--- src/rtl/inst_fetch_queue.sv ---
// inst_fetch_queue: instruction fetch unit feeding a small {pc, inst} queue.
// It issues one instruction-memory read at a time. Redirects flush the queue
// and retarget fetch. A redirect that lands while a read is in flight keeps
// the bus request stable and drops the returned word (DROP state).
// Optional: define IFQ_PERF_EN to add the perf_cnt (pops) and flush_cnt
// (redirects) counter outputs.
module inst_fetch_queue #(
  parameter int          DEPTH    = 4,
  parameter logic [31:0] RESET_PC = 32'h0040_0000
) (
  input  logic        clk,
  input  logic        rst,
  input  logic        redirect_valid,
  input  logic [31:0] redirect_pc,
  output logic        mem_req,
  output logic [31:0] mem_addr,
  input  logic        mem_ack,
  input  logic [31:0] mem_rdata,
  output logic        out_valid,
  output logic [31:0] out_inst,
  output logic [31:0] out_pc,
  input  logic        out_ready
`ifdef IFQ_PERF_EN
  ,
  output logic [31:0] perf_cnt,
  output logic [31:0] flush_cnt
`endif
);

  localparam int AW = (DEPTH > 1) ? $clog2(DEPTH) : 1;
  localparam logic [AW:0] L_DEPTH = (AW + 1)'(DEPTH);

  typedef enum logic [1:0] {
    S_IDLE = 2'd0,
    S_REQ  = 2'd1,
    S_DROP = 2'd2
  } state_t;

  state_t      r_state;
  logic        r_mem_req;
  logic [31:0] r_mem_addr;
  logic [31:0] r_fetch_pc;
  logic [AW-1:0] r_wr_ptr;
  logic [AW-1:0] r_rd_ptr;
  logic [AW:0]   r_count;
  logic [31:0] r_q_pc   [DEPTH];
  logic [31:0] r_q_inst [DEPTH];

  logic w_pop;
  logic w_push;
  logic w_can_issue;
  logic w_unused_bits;

  // The low target bits are forced to zero (word alignment), so they are never read.
  assign w_unused_bits = &{1'b0, redirect_pc[1:0]};

  assign w_pop       = (r_count != '0) && out_ready;
  assign w_push      = (r_state == S_REQ) && mem_ack && !redirect_valid;
  // Only one read is ever outstanding and IDLE has none, so count alone bounds occupancy.
  assign w_can_issue = (r_count < L_DEPTH) && !redirect_valid;

  assign mem_req   = r_mem_req;
  assign mem_addr  = r_mem_addr;
  assign out_valid = (r_count != '0);
  assign out_pc    = r_q_pc[r_rd_ptr];
  assign out_inst  = r_q_inst[r_rd_ptr];

  // Fetch FSM: issues reads, holds the bus stable until ack, tracks fetch_pc.
  always_ff @(posedge clk or posedge rst) begin
    if (rst) begin
      r_state    <= S_IDLE;
      r_mem_req  <= 1'b0;
      r_mem_addr <= RESET_PC;
      r_fetch_pc <= RESET_PC;
    end else begin
      case (r_state)
        S_IDLE: begin
          if (w_can_issue) begin
            r_state    <= S_REQ;
            r_mem_req  <= 1'b1;
            r_mem_addr <= r_fetch_pc;
          end
        end
        S_REQ: begin
          if (mem_ack) begin
            r_state   <= S_IDLE;
            r_mem_req <= 1'b0;
            if (!redirect_valid) begin
              r_fetch_pc <= r_fetch_pc + 32'd4;
            end
          end else if (redirect_valid) begin
            r_state <= S_DROP;
          end
        end
        S_DROP: begin
          if (mem_ack) begin
            r_state   <= S_IDLE;
            r_mem_req <= 1'b0;
          end
        end
        default: begin
          r_state   <= S_IDLE;
          r_mem_req <= 1'b0;
        end
      endcase
      // A redirect always retargets fetch; it overrides the +4 above.
      if (redirect_valid) begin
        r_fetch_pc <= {redirect_pc[31:2], 2'b00};
      end
    end
  end

  // Queue occupancy and pointers; a redirect empties the queue outright.
  always_ff @(posedge clk or posedge rst) begin
    if (rst) begin
      r_wr_ptr <= '0;
      r_rd_ptr <= '0;
      r_count  <= '0;
    end else if (redirect_valid) begin
      r_wr_ptr <= '0;
      r_rd_ptr <= '0;
      r_count  <= '0;
    end else begin
      if (w_push) begin
        r_wr_ptr <= r_wr_ptr + 1'b1;
      end
      if (w_pop) begin
        r_rd_ptr <= r_rd_ptr + 1'b1;
      end
      case ({w_push, w_pop})
        2'b10:   r_count <= r_count + 1'b1;
        2'b01:   r_count <= r_count - 1'b1;
        default: r_count <= r_count;
      endcase
    end
  end

  // Queue storage; contents need no reset because out_valid gates them.
  always_ff @(posedge clk) begin
    if (w_push) begin
      r_q_pc[r_wr_ptr]   <= r_fetch_pc;
      r_q_inst[r_wr_ptr] <= mem_rdata;
    end
  end

`ifdef IFQ_PERF_EN
  logic [31:0] r_perf_cnt;
  logic [31:0] r_flush_cnt;

  assign perf_cnt  = r_perf_cnt;
  assign flush_cnt = r_flush_cnt;

  // Free-running event counters for pops and redirects.
  always_ff @(posedge clk or posedge rst) begin
    if (rst) begin
      r_perf_cnt  <= '0;
      r_flush_cnt <= '0;
    end else begin
      if (w_pop) begin
        r_perf_cnt <= r_perf_cnt + 32'd1;
      end
      if (redirect_valid) begin
        r_flush_cnt <= r_flush_cnt + 32'd1;
      end
    end
  end
`endif

endmodule

--- config.mk ---
export PLATFORM = sky130hd
export DESIGN_NAME = inst_fetch_queue
export DESIGN_NICKNAME = d
export VERILOG_FILES = /design/src/rtl/inst_fetch_queue.sv
export SDC_FILE = /design/constraint.sdc
export NUM_CORES = 1
export LEC_CHECK = 0
export BUFFER_PORTS_ARGS = -buffer_cell sky130_fd_sc_hd__buf_2
export CAP_MARGIN = 20
export CELL_PAD_IN_SITES_DETAIL_PLACEMENT = 0
export CELL_PAD_IN_SITES_GLOBAL_PLACEMENT = 1
export CORE_ASPECT_RATIO = 0.5
export CORE_MARGIN = 1.5
export CORE_UTILIZATION = 55
export CTS_BUF_LIST = sky130_fd_sc_hd__clkbuf_2
export CTS_CLUSTER_DIAMETER = 120
export DETAILED_ROUTE_END_ITERATION = 10
export PLACE_DENSITY_LB_ADDON = 0.1
export SETUP_SLACK_MARGIN = 0.2
export SLEW_MARGIN = 5
export SYNTH_ARGS = -nofsm -noshare
export SYNTH_HDL_FRONTEND = slang
export SYNTH_SLANG_ARGS = --single-unit
--- constraint.sdc ---
create_clock -name clk -period 5.68 [get_ports clk]
set_input_delay 0.568 -clock clk [delete_from_list [all_inputs] [get_ports clk]]
set_output_delay 0.568 -clock clk [all_outputs]
set_load 0.01 [all_outputs]
==> impl_metrics.tcl, run 1 <==
set metrics [dict create \
    leakagePower_nw 5.47 \
    wl_per_cell_um 19.7 \
    fin_skew_ps 34.3 \
    peakVddDrop_mv 0.229 \
    cp-end-kind "output pin" \
    clockRootBuffer "clkbuf_2" \
    numCtsBuffers 68 \
    worst_pin_slew_ps 1040 \
    slowest_stage "dfrtp_4" \
    fin_tns_setup_ps 0 \
    worstSetupPathDepth 3 \
    r2r_cells 5 \
    path_max_fanout 43 \
    crit_family "flip-flops" \
    path_clk_slew_ps 120 \
    fin_ws_ps 1930 \
    cts_buffer_depth 3 \
    async_flop_share_pct 22.0 \
    vias 6735 \
    yosysTopAreaCellShare_pct 60.0 \
    drtIter0Drc 415 \
    syn-cell-area_um2 12400 \
    row_count 38 \
    path_cells "buf_4, mux4_2, buf_2" \
    ant_nets 0 \
    final_area_um2 14800 \
    synthDistinctLibCells 46 \
    slew_headroom_pct 30.5 \
    gp_congestion 0.733 \
    dieArea_um2 23500 \
    synth_flop_cell "edfxtp_1" \
    dpl_cell_area_um2 13500 \
    grt_pass1_vias 7075 \
    fmax_mhz 267 \
    grt.overflow.total 0 \
    core-area_um2 21900 \
    crit_buf_inv 2 \
    crit_path_start_kind "flip-flop" \
    period_share_pct 66.0 \
    ys_warn_count 0 \
    final_layout_size_suffix_gt1_share_pct 40.0 \
    place_worst_setup_slack_ps 2670 \
    hold_class "input port to flip-flop" \
    drt-pass1-iter-count 5 \
    setup_viol 0 \
    antenna_cells 0 \
    drc_errors 0 \
    yosysTopAreaCell "edfxtp_1" \
    areaGrowthSynthToFinish_pct 19.5 \
    cp-startpoint "r_rd_ptr[0]$_DFFE_PP0P_" \
    fill_cells 1568 \
    antenna_found_initial 0 \
    utilization_pct 67.8 \
    synth_edf_count 248 \
    totalWireLength_um 25100 \
    vias_per_cell 5.29 \
    htreeDepth 3 \
    grt_start_max_net_pins 72 \
    rr_endpoint "r_q_inst[2][7]$_DFFE_PP_" \
    cap_violations 0 \
    syn_avg_cell_area_um2 19.2 \
    fin_crit_ps 3750 \
    layout.nets 997 \
    dieWidth_um 215 \
    initial_core_util_pct 56.7 \
    synthCells 647 \
    place.port_buffers 160 \
    grt_pass1_wl_um 38600 \
    path_class "flip-flop to output pin" \
    ff2ff_setup_slack_ps 3000 \
    outcome "complete, no violations" \
    grtUsageTotal_pct 22.1 \
    ios 167 \
    ys_seq_area_share_pct 74.2 \
    synthTopCellsByArea "edfxtp_1 (60%), dfrtp_1 (14%), mux4_2 (11%)" \
    hpwlAfterDp_um 14200 \
    cts_sinks 318 \
    rsz0062_at_grt "false" \
    worst_skew_pair.late_latency_ps 790 \
    cp.arrival_ps 3180 \
    cts_tree "yes" \
    die_h_um 109 \
    r2r_start "r_state[1]$_DFFE_PP0P_" \
    ys_ff_latch 318 \
    placed_cells 1086 \
    p_per_area_nw_per_um2 398 \
    slowest_delay_ps 1080 \
    stdcell_count 1273 \
    maxSlewViolCount 0 \
    finalHoldViolations 0 \
    crit_path_end "out_inst[17]" \
    required_ps 5110 \
]
## area by class of cell
type                       instances  area [µm²]  share of cell area, %
clock buffer                     102         510                   3.44
multi-input combinational        296        3060                   20.7
inverter                           6        23.8                  0.160
clock inverter                    22         164                   1.11
tap                              300         375                   2.53
sequential                       318        9210                   62.1
timing repair buffer             229        1480                   9.96
## tightest hold or removal path, stage by stage
cell and delay [ps]:
buf_2 150, nand2b_1 130, o21ai_0 70
## per-layer routing
layer | vias to the layer above | part of all wire, % | track usage [%] | wire (µm)
met5 | - | 0 | 0 | 0
met4 | 0 | 1.0 | 6.69 | 250
met3 | 24 | 4.8 | 5.02 | 1210
met2 | 167 | 49 | 35.8 | 12300
met1 | 3423 | 45 | 30.6 | 11300
li1 | 3121 | - | - | -
## layout by cell type, fill, tap and decap left out, types with 4 or more instances in the layout
| cell type | n |
|---|---|
| mux4_2 | 62 |
| mux2_2 | 31 |
| nor2_1 | 17 |
| nor3_1 | 5 |
| buf_2 | 160 |
| xor2_1 | 18 |
| conb_1 | 4 |
| dfrtp_1 | 66 |
| edfxtp_1 | 248 |
| nand4_1 | 15 |
| o21ai_0 | 24 |
| dlygate4sd3_1 | 63 |
| nand2_1 | 43 |
| buf_4 | 6 |
| inv_1 | 5 |
| and2_4 | 4 |
| clkinv_1 | 15 |
| clkbuf_2 | 102 |
| ha_1 | 8 |
| nand3_1 | 9 |
| xnor2_1 | 17 |
## where the power goes
part / total [mW] / switching, mW / leakage [nW] / internal [mW]
combinational: 1.44 / 0.667 / 1.86 / 0.770
clock: 1.46 / 0.841 / 0.506 / 0.616
sequential: 3.01 / 0.252 / 3.10 / 2.76
## flip-flops by register name, summed over array words and instances (netlist names)
name        cells
r_q_inst      128
r_wr_ptr        2
r_rd_ptr        2
mem_req         1
mem_addr       30
r_count         3
r_fetch_pc     30
r_q_pc        120
r_state         2
## cells by family (layout without fill, tap and decap cells)
| family | count (synthesis) | count (layout) | share of synthesized area [%] |
|---|---|---|---|
| DFF | 318 | 318 | 74.2 |
| and+or+nand+nor | 116 | 116 | 5.04 |
| muxes | 95 | 95 | 14.2 |
| AOI/OAI and AO/OA | 37 | 37 | 1.74 |
| buffers and inverters | 36 | 359 | 1.32 |
| xor gates and xnor gates | 35 | 35 | 2.47 |
| adders and majority gates | 9 | 9 | 0.969 |
| other | 1 | 4 | 0.0302 |
## metrics by stage
| stage | hold slack [ps] | total power, mW |
|---|---|---|
| after floorplan | 473 | 3.95 |
| after global placement | 471 | 4.46 |
| after detailed placement | 490 | 4.49 |
| after CTS | 62.1 | 5.99 |
| final | 172 | 5.90 |
| after global routing | 108 | 6.24 |
## cells in the mapped netlist, types with 4 or more instances
master and number:
buf_4 4, xor2_1 18, xnor2_1 17, edfxtp_1 248
inv_1 6, ha_1 8, nand2_1 43, buf_2 11
nand3_1 9, and2_1 7, nand4_1 15, dfrtp_1 68
nor3_1 5, nor2_1 17, mux2_2 31, o21ai_0 24
clkbuf_1 13, mux4_2 62
## how the worst min path moves through the flow
stage,slack [ps],endpoint,cells after the start,from
global route,110,r_rd_ptr[1]$_DFFE_PP0P_,4,out_ready
floorplan,470,r_state[1]$_DFFE_PP0P_,2,r_state[1]$_DFFE_PP0P_
CTS,60,r_state[1]$_DFFE_PP0P_,3,mem_ack
global placement,470,mem_req$_DFFE_PP0P_,1,mem_req$_DFFE_PP0P_
detailed placement,490,mem_addr[11]$_DFFE_PP0P_,1,mem_addr[11]$_DFFE_PP0P_
finish,170,r_state[1]$_DFFE_PP0P_,3,mem_ack
## timing repair
item                                   4_1_cts  5_1_grt
endpoints found under the hold margin      163        0
hold buffers                                63        0
setup buffers                                0        0
gates resized for setup                      0        0
Note: power is estimated with default switching activity, not from simulation.
==> inputs of run 2 (changes only) <==
--- a/config.mk
+++ b/config.mk
@@ -11,7 +11,7 @@
 export CELL_PAD_IN_SITES_GLOBAL_PLACEMENT = 1
 export CORE_ASPECT_RATIO = 0.5
 export CORE_MARGIN = 1.5
-export CORE_UTILIZATION = 55
+export CORE_UTILIZATION = 51
 export CTS_BUF_LIST = sky130_fd_sc_hd__clkbuf_2
 export CTS_CLUSTER_DIAMETER = 120
 export DETAILED_ROUTE_END_ITERATION = 10
==> constraint.sdc (replaced) <==
create_clock -name clk -period 3.9 [get_ports clk]
set_input_delay 0.39 -clock clk [delete_from_list [all_inputs] [get_ports clk]]
set_output_delay 0.39 -clock clk [all_outputs]
set_load 0.01 [all_outputs]
==> run 2 against run 1 <==
Largest power group unchanged; clock power is 50% higher; non-clock buffer count increased by 13; routed wire length increased by 1.7%; critical path type unchanged.
==> impl_metrics.tcl, run 2 (same netlist as run 1, synthesis figures left out) <==
set metrics [dict create \
    path_clk_slew_ps 110 \
    fin_crit_ps 3150 \
    fin_tns_setup_ps 0 \
    path_max_fanout 43 \
    rr_endpoint "r_fetch_pc[25]$_DFFE_PP0P_" \
    combPwrFrac_pct 25.3 \
    hpwlAfterDp_um 15100 \
    biggestRegsByFlops "r_q_inst: 128 flops, r_q_pc: 120 flops" \
    placed_cells 1105 \
    period_share_pct 80.9 \
    layout_common_cells "edfxtp_1 (248), buf_2 (160), clkbuf_2 (113)" \
    htreeDepth 3 \
    final_layout_size_suffix_gt1_share_pct 40.6 \
    required_ps 3510 \
    ios 167 \
    utilization_pct 62.9 \
    drc_errors 0 \
    crit_buf_inv 2 \
    drtIter0Drc 415 \
    cts_resized 0 \
    worst_pin_slew_ps 940 \
    rsz0062_at_grt "false" \
    leakagePower_nw 5.56 \
    crit_family "flip-flops" \
    place_worst_setup_slack_ps 1350 \
    die_h_um 113 \
    finalHoldViolations 0 \
    p_seq_share_pct 49.6 \
    stdcell_count 1301 \
    dieArea_um2 25300 \
    grt_start_max_net_pins 52 \
    dieWidth_um 224 \
    r2r_cells 8 \
    cts_buffer_depth 3 \
    slew_headroom_pct 37.3 \
    path_class "flip-flop to output pin" \
    p_int_mw 6.11 \
    cts_sinks 318 \
    cp-end-kind "output pin" \
    grtUsageTotal_pct 20.9 \
    wl_per_cell_um 19.6 \
    row_count 40 \
    maxSlewViolCount 0 \
    worst_skew_pair.late_latency_ps 840 \
    regMostFlops "r_q_inst" \
    ff2ff_setup_slack_ps 1260 \
    fill_cells 1816 \
    cts_tree "yes" \
    clockRootBuffer "clkbuf_2" \
    outcome "complete, no violations" \
    grt_pass1_wl_um 39400 \
    path_cells "buf_12, mux4_2, buf_2" \
    antenna_cells 0 \
    setup_viol 0 \
    layout.nets 1011 \
    peakVddDrop_mv 0.279 \
    numCtsBuffers 69 \
    place.port_buffers 160 \
    slowest_stage "dfrtp_4" \
    vias_per_cell 5.27 \
    fin_ws_ps 745 \
    fin_skew_ps 32.2 \
    initial_core_util_pct 51.8 \
    swShare_pct 29.7 \
    hold_class "input port to async pin" \
    totalWireLength_um 25500 \
    cap_violations 0 \
    timing.hold.ws_ps 265 \
    grt_pass1_vias 7186 \
    fmax_mhz 317 \
    cp.arrival_ps 2760 \
    grt.overflow.total 0 \
    gp_congestion 0.772 \
    largest_reg_flops 128 \
    vias 6853 \
    r2r_start "r_state[1]$_DFFE_PP0P_" \
    areaGrowthSynthToFinish_pct 21.3 \
    p_clk_share_pct 25.2 \
    p_per_area_nw_per_um2 578 \
    crit_path_start_kind "flip-flop" \
    post-cts-setup-buffers 0 \
    mostFrequentLayoutCell "edfxtp_1" \
    net-switching-power_mw 2.59 \
    drt-pass1-iter-count 5 \
    antenna_found_initial 0 \
    core-area_um2 23900 \
    ant_nets 0 \
    slowest_delay_ps 780 \
]
-- run 2: metrics by stage --
stage	instance area, µm²	power (mW)
global placement	13600	6.54
CTS	15000	8.83
finish	15000	8.70
floorplan	12400	5.75
global route	15000	9.19
detailed placement	13600	6.58
-- run 2: worst max path at each step --
stage                            start  slack (ps)                        end  depth (start not counted)
3_3_place_gp    r_state[1]$_DFFE_PP0P_        1400    r_q_pc[3][18]$_DFFE_PP_                          6
2_1_floorplan   r_state[1]$_DFFE_PP0P_         940   r_q_inst[0][0]$_DFFE_PP_                          5
6_report       r_rd_ptr[0]$_DFFE_PP0P_         750               out_inst[17]                          3
5_1_grt        r_rd_ptr[0]$_DFFE_PP0P_         490               out_inst[17]                          3
3_5_place_dp    r_state[1]$_DFFE_PP0P_        1350  r_q_inst[0][31]$_DFFE_PP_                          6
4_1_cts        r_rd_ptr[0]$_DFFE_PP0P_         590               out_inst[17]                          3
-- run 2: power by group through the flow --
stage | clock network, mW | logic (mW) | registers (mW)
6_report | 2.19 | 2.20 | 4.31
5_1_grt | 2.44 | 2.38 | 4.37
4_1_cts | 2.26 | 2.25 | 4.32
3_5_place_dp | 0 | 2.18 | 4.40
3_3_place_gp | 0 | 2.16 | 4.38
2_1_floorplan | 0 | 1.42 | 4.33
-- run 2: area by class of cell --
class | instances | area [µm²] | area share (%)
Tap cell | 315 | 394 | 2.62
Sequential cell | 318 | 9210 | 61.2
Timing Repair Buffer | 242 | 1670 | 11.1
Clock buffer | 113 | 566 | 3.76
Inverter | 6 | 23.8 | 0.158
Multi-Input combinational cell | 296 | 3060 | 20.4
Clock inverter | 11 | 120 | 0.798
-- run 2: tightest hold or removal path: cells and delay by family --
family / cells / cell delay, ps
buffers and inverters: 3 / 1240
-- run 2: routing by layer --
layer / wire length, µm / global-route usage [%] / up-vias / part of all wire, %
met1: 11800 / 28.9 / 3511 / 46
met3: 1180 / 5.35 / 30 / 4.6
met5: 0 / 0 / - / 0
met2: 12300 / 33.1 / 154 / 48
li1: - / - / 3158 / -
met4: 297 / 6.67 / 0 / 1.2
-- run 2: timing repair --
action | CTS | global route
endpoints found under the hold margin | 216 | 0
hold buffers | 72 | 0
endpoints found under the setup margin | 0 | 0
